<file path="config.mk">
export PLATFORM = sky130hd
export DESIGN_NAME = hack_cpu_ctrl
export DESIGN_NICKNAME = d
export VERILOG_FILES = /design/src/rtl/hack_cpu_ctrl.sv
export SDC_FILE = /design/constraint.sdc
export NUM_CORES = 1
export LEC_CHECK = 0
export BUFFER_PORTS_ARGS = -buffer_cell sky130_fd_sc_hd__buf_2
export CAP_MARGIN = 0
export CORE_MARGIN = 2
export CORE_UTILIZATION = 56
export CTS_CLUSTER_DIAMETER = 50
export DETAILED_ROUTE_END_ITERATION = 6
export PLACE_DENSITY = 0.91
export SLEW_MARGIN = 5
export SYNTH_ARGS = -nofsm -noshare
export SYNTH_HDL_FRONTEND = slang
export SYNTH_SLANG_ARGS = --single-unit
</file>
<file path="constraint.sdc">
create_clock -name clk -period 4.25 [get_ports clk]
set_clock_uncertainty 0.05 [all_clocks]
set_input_delay 0.6375 -clock clk [delete_from_list [all_inputs] [get_ports clk]]
set_output_delay 0.6375 -clock clk [all_outputs]
set_load 0.02 [all_outputs]
</file>
<file path="src/rtl/hack_cpu_ctrl.sv">
// hack_cpu_ctrl: multi-cycle control core of the Hack CPU.
// Fetches instructions over a ready/request ROM port, decodes A- and
// C-instructions, drives an external ALU and sequences RAM reads/writes.
// Owns the A, D and PC registers plus the IR, MDR and write-back latches.
module hack_cpu_ctrl #(
  parameter int AW = 15,
  parameter int DW = 16
) (
  input  logic          clk,
  input  logic          rst_n,
  output logic          rom_req,
  output logic [AW-1:0] rom_addr,
  input  logic          rom_ready,
  input  logic [DW-1:0] rom_data,
  output logic          ram_rd,
  output logic          ram_wr,
  output logic [AW-1:0] ram_addr,
  output logic [DW-1:0] ram_wdata,
  input  logic [DW-1:0] ram_rdata,
  input  logic          ram_ready,
  output logic [DW-1:0] alu_x,
  output logic [DW-1:0] alu_y,
  output logic          zx,
  output logic          nx,
  output logic          zy,
  output logic          ny,
  output logic          f,
  output logic          no,
  input  logic [DW-1:0] alu_out,
  input  logic          alu_zr,
  input  logic          alu_ng,
  output logic [AW-1:0] pc
);

  typedef enum logic [2:0] {
    S_FETCH,
    S_DECODE,
    S_MEMRD,
    S_EXEC,
    S_MEMWR
  } state_t;

  state_t        state;
  logic [DW-1:0] ir;
  logic [DW-1:0] a_reg;
  logic [DW-1:0] d_reg;
  logic [DW-1:0] mdr;
  logic [DW-1:0] r_reg;
  logic [AW-1:0] wa;
  logic [AW-1:0] pc_inc;
  logic          jmp;

  // Next sequential PC; wraps naturally at the top of the address space.
  assign pc_inc = pc + AW'(1);

  // Jump decision uses the ALU flags of the instruction currently in EXEC.
  assign jmp = (ir[2] & alu_ng) | (ir[1] & alu_zr) | (ir[0] & ~alu_ng & ~alu_zr);

  // ALU operands and control bits follow IR/D/A/MDR continuously.
  assign alu_x = d_reg;
  assign alu_y = ir[12] ? mdr : a_reg;
  assign {zx, nx, zy, ny, f, no} = ir[11:6];

  // Fetch address is the PC; data writes go to the latched old A.
  assign rom_addr  = pc;
  assign ram_addr  = (state == S_MEMWR) ? wa : a_reg[AW-1:0];
  assign ram_wdata = r_reg;

  // Main sequencer: one always_ff owns state, architectural registers and
  // the request strobes. After reset the first FETCH cycle raises rom_req
  // so that all requests are low while reset is held.
  always_ff @(posedge clk or negedge rst_n) begin
    if (!rst_n) begin
      state   <= S_FETCH;
      rom_req <= 1'b0;
      ram_rd  <= 1'b0;
      ram_wr  <= 1'b0;
      pc      <= '0;
      ir      <= '0;
      a_reg   <= '0;
      d_reg   <= '0;
      mdr     <= '0;
      r_reg   <= '0;
      wa      <= '0;
    end else begin
      case (state)
        S_FETCH: begin
          if (rom_req && rom_ready) begin
            ir      <= rom_data;
            rom_req <= 1'b0;
            state   <= S_DECODE;
          end else begin
            rom_req <= 1'b1;
          end
        end
        S_DECODE: begin
          if (!ir[DW-1]) begin
            a_reg   <= {1'b0, ir[DW-2:0]};
            pc      <= pc_inc;
            rom_req <= 1'b1;
            state   <= S_FETCH;
          end else if (ir[12]) begin
            ram_rd <= 1'b1;
            state  <= S_MEMRD;
          end else begin
            state <= S_EXEC;
          end
        end
        S_MEMRD: begin
          if (ram_ready) begin
            mdr    <= ram_rdata;
            ram_rd <= 1'b0;
            state  <= S_EXEC;
          end
        end
        S_EXEC: begin
          r_reg <= alu_out;
          wa    <= a_reg[AW-1:0];
          if (ir[5]) a_reg <= alu_out;
          if (ir[4]) d_reg <= alu_out;
          pc <= jmp ? a_reg[AW-1:0] : pc_inc;
          if (ir[3]) begin
            ram_wr <= 1'b1;
            state  <= S_MEMWR;
          end else begin
            rom_req <= 1'b1;
            state   <= S_FETCH;
          end
        end
        S_MEMWR: begin
          if (ram_ready) begin
            ram_wr  <= 1'b0;
            rom_req <= 1'b1;
            state   <= S_FETCH;
          end
        end
        default: begin
          rom_req <= 1'b0;
          ram_rd  <= 1'b0;
          ram_wr  <= 1'b0;
          state   <= S_FETCH;
        end
      endcase
    end
  end

endmodule

</file>
# After elaboration in Yosys (flattened, before gate mapping)
# Index checks and enable logic that the tools add are counted.
# W data, S select, Z words.
# totals
out_inout_bits,102
elab_cells,76
ff_bits,116
# classes
muxes,26
n_addsub,1
n_eq_ne,13
n_reduce_logical,14
bitwise_logic,11
# op_table
operator,n
$mux W16,3
$mux W15,3
$pmux W16 S2,1
$pmux W15 S2,1
$ne A2 B2 Y1 const B,9
$add A15 B1 Y15 const B,1
$pmux W3 S5,1
$mux W3,4
$mux W1,9
$reduce_and A3 Y1,3
$reduce_and A2 Y1,4
$reduce_and A4 Y1,2
$eq A3 B2 Y1 const B,2
$pmux W1 S3,2
$reduce_or A3 Y1,2
$not A1 Y1,5
$pmux W1 S5,1
$and A1 B1 Y1,4
$eq A3 B1 Y1 const B,1
$eq A3 B3 Y1 const B,1
$logic_not A3 Y1,1
$mux W2,1
$or A1 B1 Y1,2
$reduce_bool A2 Y1,1
$logic_and A1 B1 Y1,1

# Logic depth before layout (Yosys ltp)
# Gate-level depths: netlist (run 1).
# depth
depth_word,6
ltp_mapped,7
depth_no_buf,6

# Least setup slack after synthesis (run 1)
# Ideal clock, no wire load.
# synth_timing
path_type,register to output
start,reg state[1]
end,out ram_addr[10]
arrival_ns,1.443
t_required_ns,3.562
slack_ns,2.120
path_stages_with_launch,6
n_path_buf,2
cell_sequence,dfrtp_1 nor2_1 and2_1 buf_2 buf_2 mux2_2
# synth_between
elab_chain_cells,2
# synth_rtl
element,line_no,text
start: declaration,43,state_t state;
start signal: assignment,74,state <= S_FETCH;
start signal: assignment,91,state <= S_DECODE;
start signal: assignment,101,state <= S_FETCH;
$eq A3 B3 Y1,66,assign ram_addr = (state == S_MEMWR) ? wa : a_reg[AW-1:0];
$mux W15,66,
end: declaration,17,"output logic [AW-1:0] ram_addr,"
# No other way between the ends.

# Final worst setup path (run 1)
# layout_timing
start,reg state[0]
end,out ram_addr[12]
# The elaborated chain is that of the path after synthesis.

==> results of run 1 <==
## report_power, final
group          switching, mW  internal, mW
combinational           1.52          1.03
sequential             0.501          1.63
clock                  0.483         0.990
total                   2.50          3.64
## Yosys cell counts, drive strengths merged
cell type    n
nor2        15
nand2      127
a21oi       26
nand2b       3
nand3b       1
or3          1
and3b        1
o221ai       1
a22o         1
buf         36
nand3       13
and3         4
o22ai        6
and2b        1
a32o         1
clkbuf       8
a22oi        1
a21o         1
ha           1
nor2b        3
nor3b        3
o21ba        1
and2         2
nor4b        1
o21a         1
mux2i       19
nand4        2
mux2        79
inv          3
nor3         4
dfrtp      116
a31oi        2
a21boi       1
o21ai       32
## layer usage
| metal | global-route usage, % | share of wire (%) |
|---|---|---|
| met2 | 44.1 | 48 |
| met5 | 0 | 0 |
| met1 | 35.8 | 42 |
| met3 | 7.80 | 7.6 |
| met4 | 12.0 | 2.6 |
## cell families (layout without fill, tap and decap cells)
logic type,Yosys count,in the layout
buf+inv,47,196
simple gates,181,181
fa+ha+maj,1,1
flops,116,116
compound gates,74,74
mux,98,98
## final timing paths
kind                            cells past startpoint            end  slack [ns]   startpoint
worst max-delay path                                4   ram_addr[12]        0.98     state[0]
worst min-delay path                                1          wa[1]        0.07        rst_n
worst max register to register                      5          pc[4]        1.73     state[0]
worst min register to register                      2          wa[7]        0.42        wa[7]
max in group asynchronous                           2          pc[8]        3.18        rst_n
min in group clk                                    3  ram_wdata[15]        0.29  alu_out[15]
## area by class of cell
class	count	area (um2)
tap	133	166
sequential	116	2900
multi-input combinational	354	2290
clock buffer	21	459
timing repair buffer	161	823
fill	700	2830
inverter	3	11.3
clock inverter	11	155
==> reports/results.ini, run 1 <==
[outcome]
outcome = finished clean

[sta]
tightest_slew_ns = 1.14
rsz0062_at_grt = no
layout_min_cycle_time_ns = 3.27
setup_viol = 0
fin_ws_ns = 0.981
max_freq_ghz = 0.306
slew_headroom_pct = 23.9
hold_viol = 0
drv_slew = 0
fin_crit_sh_pct = 76.9
whs_ns = 0.0747
tns_ns = 0

[layout]
n_antenna_cell = 0
final_common_cell = buf_2
mostFrequentLayoutCells = buf_2 (154), nand2_1 (126), dfrtp_1 (116)
area_delta_synth_final_pct = 24.5
finalNonFillerCells = 799
finalInstanceArea_mm2 = 0.00681
final_util_pct = 70.7
drive_above_1_share_pct = 41.7
nNetsFinal = 708

[grt]
grt_pass1_wl_um = 21900
grt_max_degree = 46
antenna_found_initial = 0
grt_pass1_vias = 4325
grt_usage_pct = 27.7
grt_overflow_total = 0

[route]
wirelength_um = 14000
vias = 4454
wire_per_inst_um = 17.5
drc_errors = 0
drtPass1Iterations = 5
drt_iter0_drc = 212
final_antenna_net_count = 0
via_per_inst = 5.57

[die]
io_pins = 156
start_util_pct = 56.7
dieArea_mm2 = 0.0106
die_h_um = 103
row_count = 36
core_area_mm2 = 0.00964
die_w_um = 103

[worst_setup_path]
crit_buf_inv = 1
cp_top_family = simple AND/OR/NAND/NOR gates
crit_chain = nor2_1 -> and2_1 -> mux2_2 -> buf_2
slowest_delay_ns = 0.71
path_class = reg2out
critPathCaptureType = primary output
required_ns = 3.56
cp.arrival_ns = 2.58
crit_slowest_cell = and2_1
cp_max_fo = 15
cp-start-kind = flip-flop

[yosys]
synth_fa_ha_area_share_pct = 0.229
syn_nets = 572
yosys_warnings = 0
synth_top_family_by_area = multiplexers
syn_inst = 517
netlist_area_mm2 = 0.00547
synthXorXnorAreaFrac_pct = 0
yosys-top-cells-area = dfrtp_1 (53%), mux2_2 (16%), nand2_1 (8.6%)
synth.area.mux_share_pct = 19.7
yosysUniqueCellTypes = 41
ys_seq_area_share_pct = 53.1
synth.avg_cell_area_um2 = 10.6
synth_area_leader_cell = dfrtp_1
synthSimpleGateAreaFrac_pct = 14.3
synth_compound_area_share_pct = 7.46
synth_top_area_share_pct = 53.1
ys_ff_latch = 116

[cts]
clkSinkCount = 116
clockRootBuffer = clkbuf_8
cts_buffer_depth = 2
h-tree-depth = 4
cts-resized-gates = 0
cts_hold_buf = 0
postCtsSetupBuffers = 0
cts_tree = built
clk_latency_ns = 0.52
cts_made_buffers = 17
clk_pin_slew_ns = 0.06

[placement]
place_congestion = 0.916
dp_slack_ns = 1.55
place_area_mm2 = 0.00620
dp_hpwl_um = 9630
port_buffers = 155
placedCellCount = 767

[power_and_ir_drop]
p_per_area_mw_per_mm2 = 902
power_mw = 6.15
p_leak_nw = 3.32
peakVddDrop_uv = 427

[worst_hold_path]
hold_class = in2async

[flow_run]
drv_cap = 0

Power figures use the tool's default switching activity.
==> run 2: changes to the inputs <==
--- a/config.mk
+++ b/config.mk
@@ -8,10 +8,10 @@
 export BUFFER_PORTS_ARGS = -buffer_cell sky130_fd_sc_hd__buf_2
 export CAP_MARGIN = 0
 export CORE_MARGIN = 2
-export CORE_UTILIZATION = 56
+export CORE_UTILIZATION = 52
 export CTS_CLUSTER_DIAMETER = 50
 export DETAILED_ROUTE_END_ITERATION = 6
-export PLACE_DENSITY = 0.91
+export PLACE_DENSITY = 0.86
 export SLEW_MARGIN = 5
 export SYNTH_ARGS = -nofsm -noshare
 export SYNTH_HDL_FRONTEND = slang
==> constraint.sdc (replaced) <==
create_clock -name clk -period 3.35 [get_ports clk]
set_clock_uncertainty 0.05 [all_clocks]
set_input_delay 0.5025 -clock clk [delete_from_list [all_inputs] [get_ports clk]]
set_output_delay 0.5025 -clock clk [all_outputs]
set_load 0.02 [all_outputs]
==> run 2 against run 1 <==
Net effect: combinational power is 26% higher; worst setup slack lost 0.78 ns; total power is 24% higher; core utilization is 4.8 points lower; sequential share of layout area up 0.27 points; register-to-register slack got worse by 0.75 ns; critical path type unchanged; largest power group unchanged.
==> reports/results.ini, run 2 (synthesis gave the netlist of run 1 again) <==
[sta]
fin_ws_ns = 0.204
rsz0062_at_grt = no
drv_slew = 0
tightest_slew_ns = 0.988
hold_viol = 0
slew_headroom_pct = 34.1
tns_ns = 0
layout_min_cycle_time_ns = 3.15
max_freq_ghz = 0.318
fin_crit_sh_pct = 93.9
setup_viol = 0

[layout]
nNetsFinal = 708
area_delta_synth_final_pct = 23.8
mostFrequentLayoutCells = buf_2 (154), nand2_1 (126), dfrtp_1 (116)
n_antenna_cell = 0
drive_above_1_share_pct = 41.2
final_common_cell = buf_2

[grt]
grt_overflow_total = 0
grt_usage_pct = 25.5
grt_pass1_vias = 4328
grt_max_degree = 60
grt_pass1_wl_um = 22200
antenna_found_initial = 0

[worst_setup_path]
crit_chain = nor2_1 -> and2_1 -> mux2_2 -> buf_2
crit_buf_inv = 1
rr_worst_depth = 4
rr_startpoint = state[0]
timing.rr.end = alu_x[15]
cp.arrival_ns = 2.59
slowest_delay_ns = 0.70
critPathLaunch = state[0]
cp_max_fo = 15
crit_slowest_cell = and2_1
critPathCaptureType = primary output
required_ns = 2.80
cp_top_family = simple AND/OR/NAND/NOR gates
path_class = reg2out
r2r_slack_ns = 0.98
cp-start-kind = flip-flop

[placement]
port_buffers = 155
dp_hpwl_um = 9670
place_congestion = 0.922
dp_slack_ns = 0.755

[route]
drc_errors = 0
via_per_inst = 5.52
wirelength_um = 13900
vias = 4414
wire_per_inst_um = 17.4
drt_iter0_drc = 309
final_antenna_net_count = 0
drtPass1Iterations = 5

[cts]
cts_made_buffers = 17
cts_tree = built
h-tree-depth = 4
clockRootBuffer = clkbuf_8
clkSinkCount = 116
cts-resized-gates = 0
clk_latency_ns = 0.51
cts_hold_buf = 0
cts_buffer_depth = 2
postCtsSetupBuffers = 0
clk_pin_slew_ns = 0.05

[flow_run]
drv_cap = 0

[die]
core_area_mm2 = 0.0103
dieArea_mm2 = 0.0114
die_w_um = 107
row_count = 37
io_pins = 156
start_util_pct = 53.2
die_h_um = 107

[worst_hold_path]
hold_class = in2async

[power_and_ir_drop]
power_mw = 7.62
p_leak_nw = 3.29
p_per_area_mw_per_mm2 = 1130
peakVddDrop_uv = 552

[outcome]
outcome = finished clean

[run 2: cell count changes in the layout (fill, tap and decap cells not counted), sizes merged]
cell	delta
clkinv	-4
clkbuf	+3
bufinv	-2
[run 2: worst register-to-register path: cells and delay by family (launching register included)]
kind	cells	cell delay [ns]
buffers and inverters	1	0.51
flip-flops	1	0.61
multiplexers	1	0.39
AND/OR/NAND/NOR	2	0.71
[run 2: routing by layer]
metal / wire length, um / track usage [%]
met5: 0 / 0
met4: 187 / 9.28
met3: 890 / 6.44
met2: 6690 / 41.0
met1: 6130 / 33.7
[run 2: layout make-up]
| class | instances | area, um2 |
|---|---|---|
| Clock buffer | 24 | 480 |
| Clock inverter | 5 | 75.1 |
| Fill cell | 823 | 3510 |
| Inverter | 3 | 11.3 |
| Multi-Input combinational cell | 354 | 2290 |
| Sequential cell | 116 | 2900 |
| Tap cell | 136 | 170 |
| Timing Repair Buffer | 161 | 836 |
[run 2: how the worst max path moves through the flow]
stage,endpoint,cells after the start
floorplan,ram_addr[10],5
global placement,ram_addr[11],4
detailed placement,ram_addr[12],4
CTS,ram_addr[13],4
global route,ram_addr[13],4
finish,ram_addr[13],4
[run 2: metrics by stage]
step	area, um2	hold slack (ns)	utilization (%)	cells
finish	6770	0.0197	65.9	799
global placement	6210	0.407	60.5	770
global route	6770	0.0614	65.9	799
CTS	6770	0.0271	65.9	799
floorplan	5470	0.157	-	517
detailed placement	6210	0.409	60.5	770
[run 2: power by group]
group | switching [mW] | leakage (nW) | internal [mW]
clock | 0.578 | 0.277 | 1.12
sequential | 0.646 | 1.40 | 2.06
combinational | 1.91 | 1.62 | 1.31
total | 3.13 | 3.29 | 4.49
